--- src/rtl/pspi_pkg.sv ---
// Shared PSPI definitions used by both ends of the link.
// Holds the guest FSM encoding and the wire-level bit meanings.
package pspi_pkg;

  typedef enum logic [2:0] {
    ST_IDLE,
    ST_RDWR,
    ST_ADDR,
    ST_WDATA,
    ST_MEM,
    ST_MARK,
    ST_RDATA
  } pspi_state_e;

  localparam logic START_BIT = 1'b0;
  localparam logic WE_BIT    = 1'b1;

endpackage

--- src/rtl/pspi_sync_edge.sv ---
// Brings the host sck/mosi into the guest clock domain.
// Produces one-cycle rise/fall strobes and delay-matched mosi.
module pspi_sync_edge #(
  parameter int W = 8
) (
  input  logic         clk,
  input  logic         rst_n,
  input  logic         i_sck,
  input  logic [W-1:0] i_mosi,
  output logic         o_rise,
  output logic         o_fall,
  output logic [W-1:0] o_mosi
);

  logic         r_sck_s1;
  logic         r_sck_s2;
  logic         r_sck_d;
  logic [W-1:0] r_mosi_s1;
  logic [W-1:0] r_mosi_s2;

  // sck idles high, so the chain resets high to avoid a false edge
  always_ff @(posedge clk or negedge rst_n) begin
    if (!rst_n) begin
      r_sck_s1  <= 1'b1;
      r_sck_s2  <= 1'b1;
      r_sck_d   <= 1'b1;
      r_mosi_s1 <= '1;
      r_mosi_s2 <= '1;
    end else begin
      r_sck_s1  <= i_sck;
      r_sck_s2  <= r_sck_s1;
      r_sck_d   <= r_sck_s2;
      r_mosi_s1 <= i_mosi;
      r_mosi_s2 <= r_mosi_s1;
    end
  end

  assign o_rise = r_sck_s2 & ~r_sck_d;
  assign o_fall = ~r_sck_s2 & r_sck_d;
  assign o_mosi = r_mosi_s2;

endmodule

--- src/rtl/pspi_guest.sv ---
// Guest end of the PSPI link: decodes one host transaction,
// performs one word access on the local memory port, replies on miso.
module pspi_guest
  import pspi_pkg::*;
#(
  parameter int          PSPI_WIDTH = 8,
  parameter logic [7:0]  DEV_ID     = 8'h01,
  parameter int          RST_EDGES  = 64,
  parameter logic [31:0] BAD_RDATA  = 32'hDEADBEEF
) (
  input  logic                  clk,
  input  logic                  rst_n,
  input  logic                  sck,
  input  logic [PSPI_WIDTH-1:0] mosi,
  output logic [PSPI_WIDTH-1:0] miso,
  output logic                  mem_req,
  output logic                  mem_we,
  output logic [23:0]           mem_addr,
  output logic [31:0]           mem_wdata,
  input  logic [31:0]           mem_rdata,
  input  logic                  mem_ack,
  output logic                  busy,
  output logic                  bus_rst,
  output logic                  id_err
);

  localparam int W   = PSPI_WIDTH;
  localparam int N   = 32 / W;
  localparam int CW  = (N > 1) ? $clog2(N) : 1;
  localparam int RCW = $clog2(RST_EDGES + 1);

  localparam logic [CW-1:0]  CNT_LAST = CW'(N - 1);
  localparam logic [RCW-1:0] RST_HIT  = RCW'(RST_EDGES - 1);
  localparam logic [RCW-1:0] RST_SAT  = RCW'(RST_EDGES);
  localparam logic [W-1:0]   MARKER   = {{(W-1){1'b1}}, 1'b0};

  logic         w_rise;
  logic         w_fall;
  logic [W-1:0] w_mosi;

  pspi_sync_edge #(
    .W (W)
  ) u_sync (
    .clk    (clk),
    .rst_n  (rst_n),
    .i_sck  (sck),
    .i_mosi (mosi),
    .o_rise (w_rise),
    .o_fall (w_fall),
    .o_mosi (w_mosi)
  );

  pspi_state_e    r_state;
  logic [CW-1:0]  r_cnt;
  logic           r_we;
  logic [31:0]    r_addr;
  logic [31:0]    r_wdata;
  logic [31:0]    r_rdata;
  logic           r_mark_ph;
  logic [RCW-1:0] r_rst_cnt;
  logic [W-1:0]   r_miso;
  logic           r_req;
  logic           r_bus_rst;
  logic           r_id_err;

  logic [31+W:0]  w_addr_cat;
  logic [31+W:0]  w_wdata_cat;
  logic [31+W:0]  w_rdata_cat;
  logic [31:0]    w_addr_sh;
  logic [31:0]    w_wdata_sh;
  logic [31:0]    w_rdata_sh;
  logic           w_rst_cnt_en;
  logic           w_bus_hit;

  // MSB-first shift; the concatenation keeps W == 32 legal
  assign w_addr_cat  = {r_addr, w_mosi};
  assign w_wdata_cat = {r_wdata, w_mosi};
  assign w_rdata_cat = {r_rdata, {W{1'b0}}};
  assign w_addr_sh   = w_addr_cat[31:0];
  assign w_wdata_sh  = w_wdata_cat[31:0];
  assign w_rdata_sh  = w_rdata_cat[31:0];

  assign w_rst_cnt_en = w_rise && (r_state != ST_MEM);
  assign w_bus_hit    = w_rst_cnt_en && w_mosi[0] && (r_rst_cnt == RST_HIT);

  always_ff @(posedge clk or negedge rst_n) begin
    if (!rst_n) begin
      r_state   <= ST_IDLE;
      r_cnt     <= '0;
      r_we      <= 1'b0;
      r_addr    <= '0;
      r_wdata   <= '0;
      r_rdata   <= '0;
      r_mark_ph <= 1'b0;
      r_rst_cnt <= '0;
      r_miso    <= '1;
      r_req     <= 1'b0;
      r_bus_rst <= 1'b0;
      r_id_err  <= 1'b0;
    end else begin
      r_bus_rst <= 1'b0;
      r_id_err  <= 1'b0;

      // saturating run-length of ones; one pulse per run
      if (w_rst_cnt_en) begin
        if (!w_mosi[0]) begin
          r_rst_cnt <= '0;
        end else if (r_rst_cnt != RST_SAT) begin
          r_rst_cnt <= r_rst_cnt + RCW'(1);
        end
      end

      if (w_bus_hit) begin
        r_bus_rst <= 1'b1;
        r_miso    <= '1;
        r_mark_ph <= 1'b0;
        r_state   <= ST_IDLE;
      end else begin
        unique case (r_state)
          ST_IDLE: begin
            if (w_rise && (w_mosi[0] == START_BIT)) begin
              r_state <= ST_RDWR;
            end
          end
          ST_RDWR: begin
            if (w_rise) begin
              r_we    <= (w_mosi[0] == WE_BIT);
              r_cnt   <= CNT_LAST;
              r_state <= ST_ADDR;
            end
          end
          ST_ADDR: begin
            if (w_rise) begin
              r_addr <= w_addr_sh;
              if (r_cnt == '0) begin
                r_cnt   <= CNT_LAST;
                r_state <= r_we ? ST_WDATA : ST_MEM;
              end else begin
                r_cnt <= r_cnt - CW'(1);
              end
            end
          end
          ST_WDATA: begin
            if (w_rise) begin
              r_wdata <= w_wdata_sh;
              if (r_cnt == '0) begin
                r_state <= ST_MEM;
              end else begin
                r_cnt <= r_cnt - CW'(1);
              end
            end
          end
          ST_MEM: begin
            if (!r_req) begin
              if (r_addr[31:24] != DEV_ID) begin
                r_id_err  <= 1'b1;
                r_rdata   <= BAD_RDATA;
                r_mark_ph <= 1'b0;
                r_state   <= ST_MARK;
              end else begin
                r_req <= 1'b1;
              end
            end else if (mem_ack) begin
              r_req <= 1'b0;
              if (!r_we) begin
                r_rdata <= mem_rdata;
              end
              r_mark_ph <= 1'b0;
              r_state   <= ST_MARK;
            end
          end
          ST_MARK: begin
            if (w_fall) begin
              if (!r_mark_ph) begin
                r_miso    <= MARKER;
                r_mark_ph <= 1'b1;
              end else begin
                r_mark_ph <= 1'b0;
                if (r_we) begin
                  r_miso  <= '1;
                  r_state <= ST_IDLE;
                end else begin
                  r_miso  <= r_rdata[31 -: W];
                  r_rdata <= w_rdata_sh;
                  r_cnt   <= CNT_LAST;
                  r_state <= ST_RDATA;
                end
              end
            end
          end
          ST_RDATA: begin
            // the host takes the last chunk on this rise
            if (r_cnt == '0) begin
              if (w_rise) begin
                r_miso  <= '1;
                r_state <= ST_IDLE;
              end
            end else if (w_fall) begin
              r_miso  <= r_rdata[31 -: W];
              r_rdata <= w_rdata_sh;
              r_cnt   <= r_cnt - CW'(1);
            end
          end
          default: begin
            r_state <= ST_IDLE;
          end
        endcase
      end
    end
  end

  assign miso      = r_miso;
  assign mem_req   = r_req;
  assign mem_we    = r_we;
  assign mem_addr  = r_addr[23:0];
  assign mem_wdata = r_wdata;
  assign busy      = (r_state != ST_IDLE);
  assign bus_rst   = r_bus_rst;
  assign id_err    = r_id_err;

endmodule

--- config.mk ---
export PLATFORM = sky130hd
export DESIGN_NAME = pspi_guest
export DESIGN_NICKNAME = d
export VERILOG_FILES = /design/src/rtl/pspi_pkg.sv /design/src/rtl/pspi_sync_edge.sv /design/src/rtl/pspi_guest.sv
export SDC_FILE = /design/constraint.sdc
export NUM_CORES = 1
export LEC_CHECK = 0
export ABC_AREA = 1
export CAP_MARGIN = 5
export CORE_UTILIZATION = 55
export CTS_BUF_LIST = sky130_fd_sc_hd__clkbuf_8
export DETAILED_ROUTE_END_ITERATION = 7
export PLACE_DENSITY = 0.87
export SETUP_SLACK_MARGIN = 0.3
export SLEW_MARGIN = 0
export SYNTH_ARGS = -nofsm -noshare
export SYNTH_HDL_FRONTEND = slang
export SYNTH_HIERARCHICAL = 1
export SYNTH_SLANG_ARGS = --single-unit
--- constraint.sdc ---
create_clock -name clk -period 2.3 [get_ports clk]
set_input_delay 0.46 -clock clk [delete_from_list [all_inputs] [get_ports clk]]
set_output_delay 0.46 -clock clk [all_outputs]
set_load 0.01 [all_outputs]
======== Yosys cells after proc, flatten, opt, wreduce, memory -nomap -nowiden ========
Index checks and enable logic that the tools add are counted.
operators by class
  div/mod/pow operators ................... 0
  mux-type cells .......................... 63
  bitwise logic cells ..................... 6
  add/sub/neg operators ................... 2
  shifts and indexed selects .............. 0
  reductions and logical operators ........ 21
  equal/unequal tests ..................... 37
  order comparisons ....................... 0
  multiply operators ...................... 0
operators with widths
  cell                 number
  $mux 32              9
  $pmux 32 s3          1
  $mux 8               7
  $mux 3               16
  $ne 3x3->1 const B   13
  $pmux 3 s7           1
  $mux 2               10
  $ne 2x2->1 const B   8
  $pmux 8 s2           1
  $mux 1               14
  $mux 7               2
  $ne 4x4->1 const B   3
  $reduce_and 12->1    1
  $reduce_bool 3->1    4
  $reduce_and 11->1    1
  $pmux 2 s5           1
  $reduce_and 10->1    1
  $eq 3x3->1 const B   3
  $reduce_and 3->1     3
  $ne 8x1->1 const B   1
  $reduce_and 4->1     2
  $add 7x1->7 const B  1
  $eq 7x6->1 const B   1
  $ne 7x7->1 const B   1
  other kinds (14)     24
word-level totals
  logic and storage cells ................. 146
  bits in read-only memories .............. 0
  input bits .............................. 44
  register bits after elaboration ......... 140
  latch bits .............................. 0
  RAM bits ................................ 0
  memories ................................ 0

======== Depth between registers and ports, before layout ========
Gate-level depths: netlist (run 1).
  depth after elaboration ................. 7
  gate-level depth with buffers ........... 13
  depth with buffers taken out ............ 11

======== Modules after synthesis ========
Netlist (run 1), hierarchy kept.
modules (own cells, without submodules)
  module          times used  cells each  seq. area each (um^2)  area an instance (um^2)
  pspi_guest      1           731         3037.9                 5999.5
  pspi_sync_edge  1           23          499.2                  514.2

======== Worst setup path before layout (run 1) ========
Ideal clock, no wire load.
  path kind ............................... flip-flop to flip-flop
  start ................................... register u_sync.r_sck_s2
  end ..................................... register r_addr[30]
  stages on the path, launching flop included .. 10
  required time ........................... 2174 ps
  arrival time ............................ 1598 ps
  path slack .............................. 576 ps
  path through ............................ dfstp_2 > inv_1 > nor2_1 > buf_2 > inv_2 > a21oi_2 > nand3_2 > nand3_2 > buf_2 > o21ai_0
on the way
  word-level cells in the longest chain between the ends .. 6
RTL lines
  what                                   RTL line              text
  start, declared                        pspi_sync_edge.sv:16  logic r_sck_s2;
  start signal, assigned                 pspi_sync_edge.sv:31  r_sck_s2 <= r_sck_s1;
  $and 1x1->1 (*)                        pspi_sync_edge.sv:38  assign o_rise = r_sck_s2 & ~r_sck_d;
  net w_rise                             pspi_guest.sv:37      logic w_rise;
  $logic_and 1x1->1                      pspi_guest.sv:83      assign w_rst_cnt_en = w_rise && (r_state != ST_MEM);
  $logic_and 1x1->1 (2 in a row)         pspi_guest.sv:84      assign w_bus_hit = w_rst_cnt_en && w_mosi[0] && (r_rst_cnt == RST_HIT);
  $not 1->1 (no source line)             n/a
  $reduce_and 3->1 (no source line) (*)  n/a
  end signal, assigned                   pspi_guest.sv:134     r_addr <= w_addr_sh;
  end, declared                          pspi_guest.sv:56      logic [31:0] r_addr;
The timed path passes the listed nets; every way through them passes the cells marked *.
A chain may end at the register's enable or synchronous reset.

======== Final worst setup path (run 1) ========
  start ................................... register r_miso[1], in the netlist miso[1]
  end ..................................... output port miso[1]
RTL lines
  what                    RTL line           text
  start, declared         pspi_guest.sv:61   logic [W-1:0] r_miso;
  start signal, assigned  pspi_guest.sv:183  r_miso <= r_rdata[31 -: W];
  start signal, assigned  pspi_guest.sv:199  r_miso <= r_rdata[31 -: W];
  end, declared           pspi_guest.sv:15   output logic [PSPI_WIDTH-1:0] miso,
No word-level cell between the ends.

==> run metrics, run 1 <==
Overall Power=10400 uW; CP top delay family=flip-flops; sequential share of the synthesized area=54.3%; H-tree levels=4; Buffers on Ports=112; Place WS=0.216 ns; Cell Pwr Density=1280 nW/um^2; CP endpoint kind=primary output; slowest stage delay, CP=roughly 0.54 ns; Post-DRT Antenna Nets=0; Slew @ Worst Pin=0.477 ns; Post-synth top cells=nand2_1, dfrtp_1, nor2_1; Clock Tree Buf Depth=2; async set-reset flop share out of synthesis=100%; Max Slew Vio Count=0; GRT Total Usage=22.9%; synth-to-layout area growth=25.1%; Synth area leaders=dfrtp_1, nand2_1, dfstp_2; Vert. Die Dim=111 um; maxcap violations=0; pin count of the biggest net entering global routing=65; first-pass GRT wire length=between 20000 and 25000 um; cell area after layout=slightly above 8000 sq um; Worst IR Drop VDD=~0.7 mV; met2 Use GR=36.1%; DR pass1 iterations=5; placed instance area=7530 sq um; Overflow after GRT=0; CP max stage cell=dfstp_2; Cell Area, Synth=about 6500 sq um; RSZ-0062 raised after global routing=yes; effective utilization at floorplan=between 50 and 60%; vias per cell=5.26; cts bufs inserted=17; cell leakage power=0.00396 uW; period utilisation layout=85.0%; GPL Wtd Cong=roughly 0.90; Row Count=39; arrival time worst endpoint=approximately 1.5 ns; DP HPWL=9110 um; die width=111 um; Avg Inst Size Synth=8.64 sq um; status=finished, final reports clean; Post-Syn Nets=801; met1 usage=30.8%; WL final=13800 um; clk root buf=clkbuf_8; post-synth top area share=between 40% and 50%; Final Skew=0.0170 ns; initial antenna violation count=0; Post-synth top flop=dfrtp_1; Yosys cell types=31; kind of critical path=flip-flop to primary output; area of the die=12300 sq um; TritonCTS Sinks=140; violation count after the first detailed-route iteration=399; WP buf/inv=1; register clock-pin slew on the reported worst setup and hold paths=approximately 0.080 ns; fraction of layout cells with a size suffix above 1=15.6%; R2R setup slack=0.40 ns; EDFF count, synth=0; Yosys warnings=6; Hold Vio Cnt, Final=0; area leader, netlist=dfrtp_1; post-route setup TNS=0 ns; PnR worst setup slack=0.345 ns; Clock Latency Late Sink=0.44 ns; CTS tree=built; synthesized flop and latch total=140; Worst Path Required=around 1.8 ns; DRC Markers=0; vias in the first global route=4752; startpoint types=flip-flop; fmax=about 510 MHz; WL/cell=13.7 um; io pins=113; n_diodes=0; fin crit period=1.95 ns; GRT busiest layer=met2; Rel. slew slack=68.2%; Final nets=898; floorplan core area=11500 sq um; CP Cell Sequence=clkdlybuf4s50_1; # setup viols final=0; top-count cell post-synth=nand2_1; crit path max fanout=2; met3 Usage GRT=approximately 4.5%; Synth Instances=754; Hold Path Class=flip-flop to flip-flop; Vias=5293
[state kept, by name (all words and copies together), names as in the netlist]
name and cells:
r_state 3, u_sync/r_mosi_s1 8, r_rdata 32, u_sync/r_sck_s1 1
mem_we 1, u_sync/r_sck_s2 1, mem_req 1, r_mark_ph 1
r_cnt 2, bus_rst 1, id_err 1, miso 8
r_rst_cnt 7, u_sync/o_mosi 8, r_addr 32, mem_wdata 32
u_sync/r_sck_d 1
[stage by stage]
stage | instances | hold WS [ns] | utilization [%]
global route | 1007 | 0.355 | 71.1
finish | 1007 | 0.352 | 71.1
global placement | 964 | 0.345 | 65.7
CTS | 1000 | 0.351 | 69.7
detailed placement | 964 | 0.347 | 65.7
floorplan | 754 | 0.164 | -
[final timing paths]
check,startpoint,endpoint,depth (start not counted)
min in group asynchronous,rst_n,r_addr[22],2
worst min register to register,u_sync/r_mosi_s1[5],u_sync/o_mosi[5],0
worst max-delay path,miso[1],miso[1],1
max in group asynchronous,rst_n,miso[1],3
worst max register to register,r_rst_cnt[0],mem_wdata[21],10
worst min-delay path,u_sync/r_mosi_s1[5],u_sync/o_mosi[5],0
[cell families after synthesis]
logic type | after synthesis | synth area share, %
XOR/XNOR | 3 | 0.403
flip-flops | 140 | 54.3
buffers and inverters | 116 | 9.68
AND/OR/NAND/NOR | 402 | 27.3
AO/OA/AOI/OAI | 90 | 7.78
adder cells (fa/ha/maj) | 3 | 0.576
[final cells by class]
cell class                      count  area, sq um
Tap cell                          143          179
Inverter                           60          228
Fill cell                         828         3320
Timing Repair Buffer              134         1390
Sequential cell                   140         3540
Multi-Input combinational cell    498         2390
Clock buffer                       18          248
Clock inverter                     14          170
[placed cells by master, fill, tap and decap left out, drive strengths merged, types with 3 or more instances in the layout]
| cell | count |
|---|---|
| bufinv | 3 |
| nor2 | 126 |
| nand3 | 63 |
| clkbuf | 20 |
| dfrtp | 113 |
| buf | 20 |
| nand4 | 8 |
| xor2 | 3 |
| o21ai | 63 |
| clkinvlp | 3 |
| clkdlybuf4s50 | 104 |
| dlymetal6s2s | 5 |
| a21oi | 24 |
| dfstp | 27 |
| clkinv | 6 |
| ha | 3 |
| nand2 | 202 |
| inv | 62 |
[routing by layer]
| layer | wire, um | vias up |
|---|---|---|
| li1 | - | 2561 |
| met5 | 0 | - |
| met2 | 6670 | 171 |
| met3 | 656 | 24 |
| met1 | 6170 | 2537 |
| met4 | 316 | 0 |
[worst register-to-register path, cell delays in order, from the launching register on]
cell and delay, ns:
dfrtp_1 0.41, ha_2 0.22, nand3_2 0.15, nor2_4 0.18, inv_1 0.11, nor2_8 0.19, nor2_8 0.08, nand2_8 0.13
clkbuf_16 0.22, nor2_2 0.06, a21oi_2 0.09
[what timing repair did]
item	CTS	global route
gates resized for setup	7	14
cloned	0	2
buffers inserted	3	5
hold buffers	1	0
pin swaps	0	3
setup endpoints to repair	78	103
endpoints found under the hold margin	42	0
[report_power, final]
part           switching, uW  leakage (uW)  internal [uW]  total, uW
clock                    954      0.000207           1100       2060
combinational           2280       0.00203           1950       4230
sequential               640       0.00172           3470       4110
total                   3880       0.00396           6530      10400
No activity file was read; power rests on OpenSTA's default activity.
==> run 2: changes to the inputs <==
==> constraint.sdc (replaced) <==
create_clock -name clk -period 2 [get_ports clk]
set_input_delay 0.4 -clock clk [delete_from_list [all_inputs] [get_ports clk]]
set_output_delay 0.4 -clock clk [all_outputs]
set_load 0.01 [all_outputs]
==> run metrics, run 2 (same netlist as run 1, synthesis figures left out) <==
status=finished with violations; failing checks=setup timing; DP HPWL=9920 um; n_diodes=0; Final nets=970; fmax=481 MHz; Cell Pwr Density=1510 nW/um^2; Overall Power=between 10000 and 15000 uW; Hold Vio Cnt, Final=0; Clock Latency Late Sink=0.47 ns; PnR worst setup slack=-0.0810 ns; synth-to-layout area growth=46.0%; clk root buf=clkbuf_8; effective utilization at floorplan=between 50% and 60%; period utilisation layout=104%; fin crit period=2.08 ns; GPL Wtd Cong=between 0.8 and 0.9; Critical Path Start=r_state[0]; DR pass1 iterations=6; most common cell after layout, fill and taps aside=nand2_1; kind of critical path=flip-flop to flip-flop; Vert. Die Dim=111 um; vias per cell=6.19; WL/cell=22.2 um; Overflow after GRT=0; Worst Path Required=2.39 ns; pin count of the biggest net entering global routing=51; Post-DRT Antenna Nets=0; H-tree levels=4; GRT Total Usage=30.7%; die width=roughly 110 um; dpl cells=between 900 and 1000; hold_sp=mosi[2]; Final Skew=0.0146 ns; TritonCTS Sinks=140; # setup viols final=5; startpoint types=flip-flop; CTS tree=built; io pins=about 110; fraction of layout cells with a size suffix above 1=32.4%; Rel. slew slack=~66%; arrival time worst endpoint=around 2.5 ns; Clock Tree Buf Depth=2; RSZ-0062 raised after global routing=yes; CP max stage cell=dfrtp_2; WL final=24000 um; violation count after the first detailed-route iteration=918; Int Power=8090 uW; vias in the first global route=6017; slowest stage delay, CP=0.44 ns; Max Slew Vio Count=0; placed instance area=7650 sq um; maxcap violations=0; first-pass GRT wire length=29700 um; cts bufs inserted=17; Critical R2R Launch=r_state[0]; final cell count without fillers=1079; DRC Markers=0; register clock-pin slew on the reported worst setup and hold paths=0.08 ns; NetSw=between 6000 and 7000 uW; switching part of the total=a little over two fifths; cell area after layout=9510 sq um; Row Count=39; Reg power frac=roughly a third; Clk network pwr share=16.6%; most used cell, CP=nand2_1; cell leakage power=0.00472 uW; FILL cells=520; Worst IR Drop VDD=0.964 mV; Hold Path Class=primary input to flip-flop; Buffers on Ports=112; most frequent cells in the layout=nand2_1, dfrtp_1, nor2_1; Slew @ Worst Pin=0.516 ns; Place WS=0.0966 ns; Vias=6683; CP endpoint kind=flip-flop; combinational share of power=~50%; CP Cell Sequence=buf_6 > buf_4 > buf_4 > nand2_1 > nand2_1 > nand2_1 > o21ai_0 > nor2_1 > nand2_1 > nor2_1 > nand2_1 > nand2_1; area of the die=12300 sq um; initial antenna violation count=1; crit path max fanout=3; floorplan core area=11500 sq um; Final Hold Slack=0.343 ns
run 2: changes by cell type in the layout (fill, tap and decap cells not counted), moves of 17 or more:
| cell | change |
|---|---|
| dlygate4sd2_1 | +63 |
| clkdlybuf4s50_1 | -62 |
| buf_4 | +40 |
| nand2_1 | -36 |
| nand3_1 | -23 |
| nand2_2 | +21 |
| nand2_4 | +17 |
| nand3_2 | +17 |
run 2: stage by stage:
step                      TNS [ns]  utilization, %
after CTS                        0            74.8
final                       -0.210            82.9
after global placement           0            66.8
after detailed placement         0            66.8
after global routing        -0.872            82.9
after floorplan                  0               -
run 2: critical path: cells and delay by family (launching register included):
| kind | cells | cell delay (ns) |
|---|---|---|
| AOI/OAI and AO/OA | 1 | 0.10 |
| buffers and inverters | 3 | 0.42 |
| DFF | 1 | 0.44 |
| and+or+nand+nor | 8 | 1.04 |
run 2: final timing paths:
kind | endpoint | slack (ns) | cells after the start
max | r_cnt[0] | -0.08 | 12
min | u_sync/r_mosi_s1[2] | 0.34 | 1
max reg2reg | r_cnt[0] | -0.08 | 12
min reg2reg | u_sync/o_mosi[4] | 0.34 | 0
max in group asynchronous | u_sync/r_sck_d | 0.83 | 3
min in group asynchronous | r_addr[31] | 0.45 | 2
run 2: power by group through the flow:
stage          Clock [uW]  Sequential [uW]  Combinational, uW
2_1_floorplan           0             4720               3110
3_3_place_gp            0             4760               4600
3_5_place_dp            0             4800               4800
4_1_cts              2320             4670               5450
5_1_grt              2510             4950               7480
6_report             2380             4880               7100
run 2: layout make-up:
| type | count | area (sq um) | share of cell area [%] |
|---|---|---|---|
| sequential | 140 | 3540 | 37.3 |
| multi-input combinational | 504 | 3020 | 31.8 |
| timing repair buffer | 199 | 2110 | 22.2 |
| clock buffer | 19 | 262 | 2.75 |
| inverter | 60 | 243 | 2.55 |
| tap | 143 | 179 | 1.88 |
| clock inverter | 13 | 139 | 1.46 |
| timing repair inverter | 1 | 8.76 | 0.0921 |
run 2: repair_timing:
action | 4_1_cts | 5_1_grt
hold buffers | 1 | 0
pin swaps | 18 | 39
endpoints found under the setup margin | 181 | 117
setup buffers | 28 | 23
resized for setup | 130 | 124
cloned | 6 | 14
endpoints found under the hold margin | 37 | 0
run 2: metal layers:
layer / wire, um / GRT usage [%] / vias up
li1: - / - / 2707
met3: 2370 / 8.37 / 185
met1: 8220 / 37.4 / 3201
met4: 1770 / 17.6 / 0
met5: 0 / 0 / -
met2: 11600 / 49.2 / 590
